<file path="src/rtl/rdma_xmit.sv">
// rtl/rdma_xmit.sv - AXI4 write-burst slave that emits one RDMA-over-UDP packet per burst
// Header beat (Eth+IPv4+UDP+RDMA) followed by the burst data passed straight through.
module rdma_xmit #(
   parameter int          DATA_WBITS = 512,
   parameter int          ADDR_WBITS = 64,
   parameter logic [47:0] SRC_MAC    = 48'h0,
   parameter logic [47:0] DST_MAC    = 48'hFFFF_FFFF_FFFF,
   parameter logic [31:0] SRC_IP     = 32'h0,
   parameter logic [31:0] DST_IP     = 32'h0,
   parameter logic [15:0] SRC_PORT   = 16'd32002,
   parameter logic [15:0] DST_PORT   = 16'd32002
) (
   input  logic                    clk,
   input  logic                    resetn,
   input  logic [ADDR_WBITS-1:0]   S_AXI_AWADDR,
   input  logic [7:0]              S_AXI_AWLEN,
   input  logic                    S_AXI_AWVALID,
   output logic                    S_AXI_AWREADY,
   input  logic [DATA_WBITS-1:0]   S_AXI_WDATA,
   input  logic [DATA_WBITS/8-1:0] S_AXI_WSTRB,
   input  logic                    S_AXI_WLAST,
   input  logic                    S_AXI_WVALID,
   output logic                    S_AXI_WREADY,
   output logic [1:0]              S_AXI_BRESP,
   output logic                    S_AXI_BVALID,
   input  logic                    S_AXI_BREADY,
   output logic [DATA_WBITS-1:0]   AXIS_RDMA_TDATA,
   output logic [DATA_WBITS/8-1:0] AXIS_RDMA_TKEEP,
   output logic                    AXIS_RDMA_TLAST,
   output logic                    AXIS_RDMA_TVALID,
   input  logic                    AXIS_RDMA_TREADY
);

   typedef enum logic [1:0] {IDLE, HDR, DATA, RESP} state_t;

   state_t                  state, state_nx;
   logic                    live;
   logic [ADDR_WBITS-1:0]   addr_q;
   logic [7:0]              len_q;
   logic [7:0]              beat_cnt;
   logic                    err;
   logic [15:0]             csum_q;
   logic                    aw_hs;
   logic                    w_hs;
   logic                    last_beat;
   logic [15:0]             udp_len;
   logic [15:0]             ip_len;
   logic [511:0]            hdr_be;
   logic [511:0]            hdr_le;

   function automatic logic [15:0] udp_len_of(input logic [7:0] len);
      return (({8'd0, len} + 16'd1) << 6) + 16'd30;
   endfunction

   function automatic logic [15:0] ip_csum_of(input logic [15:0] ipl);
      logic [19:0] sum;
      sum = 20'h04500 + {4'd0, ipl} + 20'h04000 + 20'h04011
          + {4'd0, SRC_IP[31:16]} + {4'd0, SRC_IP[15:0]}
          + {4'd0, DST_IP[31:16]} + {4'd0, DST_IP[15:0]};
      sum = {4'd0, sum[15:0]} + {16'd0, sum[19:16]};
      sum = {4'd0, sum[15:0]} + {16'd0, sum[19:16]};
      return ~sum[15:0];
   endfunction

   assign aw_hs     = (state == IDLE) && live && S_AXI_AWVALID;
   assign w_hs      = (state == DATA) && S_AXI_WVALID && AXIS_RDMA_TREADY;
   assign last_beat = (beat_cnt == len_q);
   assign udp_len   = udp_len_of(len_q);
   assign ip_len    = udp_len + 16'd20;

   assign hdr_be = {DST_MAC, SRC_MAC, 16'h0800,
                    16'h4500, ip_len, 16'h0000, 16'h4000, 16'h4011, csum_q, SRC_IP, DST_IP,
                    SRC_PORT, DST_PORT, udp_len, 16'h0000,
                    64'(addr_q), len_q, 104'h0};

   // First header byte goes on the lowest lane of the bus.
   always_comb begin
      hdr_le = '0;
      for (int i = 0; i < 64; i++) hdr_le[8*i +: 8] = hdr_be[8*(63-i) +: 8];
   end

   // live holds AWREADY low while reset is asserted and for the first edge after it.
   always_ff @(posedge clk or negedge resetn) begin
      if (!resetn) begin
         state    <= IDLE;
         live     <= 1'b0;
         addr_q   <= '0;
         len_q    <= '0;
         beat_cnt <= '0;
         err      <= 1'b0;
         csum_q   <= '0;
      end else begin
         state <= state_nx;
         live  <= 1'b1;
         if (aw_hs) begin
            addr_q   <= S_AXI_AWADDR;
            len_q    <= S_AXI_AWLEN;
            beat_cnt <= '0;
            err      <= 1'b0;
            csum_q   <= ip_csum_of(udp_len_of(S_AXI_AWLEN) + 16'd20);
         end
         if (w_hs) begin
            beat_cnt <= beat_cnt + 8'd1;
            if (S_AXI_WLAST != last_beat) err <= 1'b1;
         end
      end
   end

   always_comb begin
      state_nx         = state;
      S_AXI_AWREADY    = 1'b0;
      S_AXI_WREADY     = 1'b0;
      S_AXI_BVALID     = 1'b0;
      S_AXI_BRESP      = 2'b00;
      AXIS_RDMA_TDATA  = '0;
      AXIS_RDMA_TKEEP  = '0;
      AXIS_RDMA_TLAST  = 1'b0;
      AXIS_RDMA_TVALID = 1'b0;
      case (state)
         IDLE: begin
            S_AXI_AWREADY = live;
            if (aw_hs) state_nx = HDR;
         end
         HDR: begin
            AXIS_RDMA_TVALID = 1'b1;
            AXIS_RDMA_TKEEP  = '1;
            AXIS_RDMA_TDATA  = hdr_le;
            if (AXIS_RDMA_TREADY) state_nx = DATA;
         end
         DATA: begin
            AXIS_RDMA_TDATA  = S_AXI_WDATA;
            AXIS_RDMA_TKEEP  = S_AXI_WSTRB;
            AXIS_RDMA_TVALID = S_AXI_WVALID;
            AXIS_RDMA_TLAST  = last_beat;
            S_AXI_WREADY     = AXIS_RDMA_TREADY;
            if (w_hs && last_beat) state_nx = RESP;
         end
         RESP: begin
            S_AXI_BVALID = 1'b1;
            S_AXI_BRESP  = err ? 2'b10 : 2'b00;
            if (S_AXI_BREADY) state_nx = IDLE;
         end
         default: state_nx = IDLE;
      endcase
   end

endmodule

</file>
<file path="config.mk">
export PLATFORM = sky130hd
export DESIGN_NAME = rdma_xmit
export DESIGN_NICKNAME = d
export VERILOG_FILES = /design/src/rtl/rdma_xmit.sv
export SDC_FILE = /design/constraint.sdc
export NUM_CORES = 1
export LEC_CHECK = 0
export ABC_AREA = 1
export CORE_AREA = 2 2 485 487
export CTS_CLUSTER_DIAMETER = 120
export CTS_CLUSTER_SIZE = 28
export DETAILED_ROUTE_END_ITERATION = 8
export DIE_AREA = 0 0 487 489
export PLACE_DENSITY_LB_ADDON = 0.05
export SYNTH_ARGS = -nofsm -noshare
export SYNTH_HDL_FRONTEND = slang
export SYNTH_SLANG_ARGS = --single-unit
</file>
<file path="constraint.sdc">
create_clock -name clk -period 2.31 [get_ports clk]
set_input_delay 0.3465 -clock clk [delete_from_list [all_inputs] [get_ports clk]]
set_output_delay 0.3465 -clock clk [all_outputs]
set_load 0.1 [all_outputs]
</file>
Word-level counts from Yosys, hierarchy flattened
Cells that the tools add are included.
W data, S select, Z words.
{ "op_classes": {"n_reduce_logical": 8, "mux": 19, "bitwise": 1, "n_addsub": 12, "eq_ne": 9} }
{ "op_table": {"columns": ["cell", "count"], "rows": [
  ["$pmux W512 S2", 1],
  ["$pmux W64 S2", 1],
  ["$add A15 B5 Y16 const B", 2],
  ["$add A16 B5 Y16 const B", 2],
  ["$add A18 B15 Y19 const B", 1],
  ["$add A17 B15 Y18 const B", 1],
  ["$add A8 B1 Y9 const B", 2],
  ["$add A15 B16 Y17 const A", 1],
  ["$add A16 B3 Y17", 1],
  ["$add A16 B1 Y16", 1],
  ["$mux W8", 2],
  ["$not A16 Y16", 1],
  ["$mux W2", 6],
  ["$add A8 B1 Y8 const B", 1],
  ["$eq A8 B8 Y1", 1],
  ["$pmux W2 S4", 1],
  ["$mux W1", 7],
  ["$ne A2 B2 Y1 const B", 3],
  ["$logic_and A1 B1 Y1", 5],
  ["$eq A2 B2 Y1 const B", 2],
  ["$reduce_and A4 Y1", 1],
  ["$eq A2 B1 Y1 const B", 1],
  ["$logic_not A2 Y1", 1],
  ["$ne A2 B1 Y1 const B", 1],
  ["other kinds (3)", 3]
]} }
{ "word_totals": {"output_inout_bits": 583, "inputBits": 655, "word_cells": 56, "regBits": 100} }

Logic depth before layout (Yosys ltp)
{ "depth": {"depth_word": 9, "depth_mapped": 12, "mapped_depth_nobuf": 12} }

Worst setup path after synthesis
No wires, ideal clock.
{ "synth_timing": {"path_kind": "register to output", "startpoint": "register state[0]", "endpoint": "output port AXIS_RDMA_TDATA[10]", "stages_incl_launch_ff": 7, "arrival_time_ps": 2711, "slack_ps": -747, "required_ps": 1964, "path_buffers": 2, "path_cell_list": "dfrtp_1 inv_1 ha_1 clkinv_1 clkbuf_1 buf_1 a21oi_1"} }
{ "synth_via": {"elab_chain_cells": 2, "word_cells_on_any_way": 3, "cone_classes": "2 x eq/ne; 1 x mux"} }
{ "synth_lines": {"columns": ["item", "line_no", "source"], "rows": [
  ["from (decl)", "36", "state_t state, state_nx;"],
  ["from (signal assigned)", "93", "state <= state_nx;"],
  ["$eq A2 B2 Y1 / $eq A2 B1 Y1 (equally long branches)", "119", "case (state)"],
  ["$pmux W512 S2 *", "119", null],
  ["to (decl)", "27", "output logic [DATA_WBITS-1:0] AXIS_RDMA_TDATA,"]
]} }
Mark *: on every way between the ends. The rest lies on a longest branch, timed or not.

Worst setup path in the final report
{ "layout_timing": {"startpoint": "register state[0]", "endpoint": "output port AXIS_RDMA_TDATA[319]"} }
Same word-level chain as after synthesis.

==> metrics.txt <==
syn_nets 2572; first-pass GRT wire length 193 mm; crit-path max FO 13; top-area cell type share of the netlist area 0.351; non-filler cells, final 6277; RSZ-0062 raised after global routing yes; final net count 3848; EDFF count, synth 0; most frequent cell after synthesis nand2_1; Horiz. Die Dim 487 um; placed cells 6164; Tot GR Track Use 0.124; ys flop type dfrtp_1; final hold vios 0; R2R depth 11; failing checks negative setup slack; io pins 1238; Area contributors post-synth nand2_1 35%, dfrtp_1 24%, inv_1 13%; FF+latch area 2430 um^2; Residual DRC 0; fin worst setup slack -0.258 ns; later-pin clock latency in the skew report 0.40 ns; Arr. time, crit path 2.22 ns; Slew HR 0.455; root buf cell clkbuf_16; GPL Wtd Cong 0.750; leading area contributor after synthesis nand2_1; per-cell routed wire length 25.0 um; clock tree sinks 97; synthesized area 10000 um^2; FFs w/ async S/R, synth 1.00; routed vias/inst 2.77; Mapped Cells 1909; Clock Pin Slew Worst Setup and Hold Paths 0.08 ns; Die Height 489 um; final-report setup violation count 537; Layout Skew 0.0181 ns; synth warn 0; initial antenna violation count 204; synthesized flop and latch total 97; Routed WL 157 mm; Cell Rows 178; GR Overflow Total 0; die area 238000 um^2; DR iter-0 viols 444; vias in the first global route 17857; CTS Buffer Depth 2; count of unique library cells instantiated by Yosys 38; Via Count 17408; H-tree depth 3; detailed-placement wirelength estimate 134 mm; fmax 389 MHz; Worst Tran Pin Value 0.817 ns; core box area 234000 um^2; Critical Path End Type output pin; Post-synth top cells 937 x nand2_1, 356 x inv_1, 252 x a21oi_1; HP Class in2async; TritonCTS clock tree done; pin count of the biggest net entering global routing 95; Fin Setup TNS -69.30 ns; Detailed Routing Iterations Pass 1 5; Final Max Slew Viols 0; worst path required time 1.96 ns; CP Class reg2out; register area share after synthesis 0.242; number of max-cap violations 0; Routed Antenna Nets 0; status finished, violations left; fin crit share 1.11; Avg Synthesized Cell Area 5.25 um^2; share of post-route cells with drive strength above 1 0.347; total CTS buffers 9; min cycle time layout 2.57 ns; # port buffers 1236; area grow syn2layout 261%; fillers 26366; worst reg-to-reg setup slack 0.12 ns; multi-input logic area 7170 um^2; starting density of the core 0.0429; CP Launch Type flop
[final timing paths]
| path | from | endpoint |
|---|---|---|
| max | state[0] | AXIS_RDMA_TDATA[319] |
| min | resetn | addr_q[31] |
| max reg2reg | state[0] | state[0] |
| min reg2reg | addr_q[22] | addr_q[22] |
| max in group asynchronous | resetn | live |
| min in group clk | S_AXI_AWADDR[45] | addr_q[45] |
[registers in the layout, summed over array words and instances, names as in the netlist]
signal	count
state	2
beat_cnt	8
addr_q	64
len_q	8
csum_q	13
live	1
err	1
[cell usage in the layout, fill, tap and decap left out, types with 2 or more instances in the layout]
cell,Yosys,layout
nand3_2,5,8
buf_6,1,16
o21a_1,2,2
o21ai_2,2,3
o21ai_1,8,8
ha_4,0,2
bufbuf_16,0,7
nand2_1,937,895
conb_1,2,2
or2_2,2,2
o22ai_1,2,2
diode_2,0,28
clkbuf_16,0,17
buf_4,3,59
a21oi_2,0,125
nor2_2,4,4
nand2_4,1,14
nand3_1,22,19
buf_12,0,619
a21oi_1,252,48
buf_8,0,8
xnor2_1,9,9
ha_1,8,6
nor2_1,13,12
clkdlybuf4s50_1,0,653
buf_16,0,30
inv_2,8,56
dfrtp_1,97,97
o21ai_0,12,10
inv_1,356,306
nand2_2,12,41
nor2_4,3,4
nand4_1,3,3
a21oi_4,0,79
clkbuf_8,0,3
clkinv_2,1,3
[metal layers]
metal / up-vias / GRT usage / share of wire
met4: 62 / 0.0291 / 0.023
met5: - / 0 / 0.0025
met1: 7828 / 0.114 / 0.32
met3: 396 / 0.0503 / 0.089
met2: 927 / 0.249 / 0.56
li1: 8195 / - / -
[kinds of logic after synthesis]
kind of cell / Yosys count / share of synthesized area
other cells: 2 / 0.000750
flops: 97 / 0.242
buf+inv: 504 / 0.202
xor+xnor: 10 / 0.00874
simple gates: 1006 / 0.392
compound gates: 281 / 0.143
mux: 1 / 0.00150
fa+ha+maj: 8 / 0.00999
[per-stage QoR]
step	setup slack (ns)	hold slack (ns)	cell area, um^2	util
2_1_floorplan	-0.739	0.0509	10600	-
3_3_place_gp	-0.171	0.158	33200	0.142
3_5_place_dp	-0.119	0.156	33200	0.142
4_1_cts	-0.316	0.240	35300	0.151
5_1_grt	-0.353	0.258	36100	0.155
6_report	-0.258	0.289	36100	0.155
[cell type report]
class | instances | area share
clock inverter | 2 | 0.000346
timing repair inverter | 1 | 0.000312
multi-input combinational | 1308 | 0.198
inverter | 367 | 0.0393
sequential | 97 | 0.0672
clock buffer | 13 | 0.00748
timing repair buffer | 1401 | 0.579
tap | 3060 | 0.106
antenna | 28 | 0.00194
[timing repair]
action	4_1_cts	5_1_grt
pin swaps	17	31
buffers inserted	36	5
gates resized for setup	246	124
gates cloned	21	9
endpoints found under the hold margin	3	0
hold buffers	1	0
endpoints found under the setup margin	575	584
[critical path: stages (launching register included)]
cell	delay [ns]
dfrtp_1	0.39
buf_4	0.12
buf_4	0.10
ha_4	0.26
buf_12	0.21
buf_16	0.17
nand2_1	0.13
a21oi_2	0.21
buf_12	0.20
Power is not shown: default switching activity piles up to over one toggle a cycle in this logic, so the estimate is an artifact.
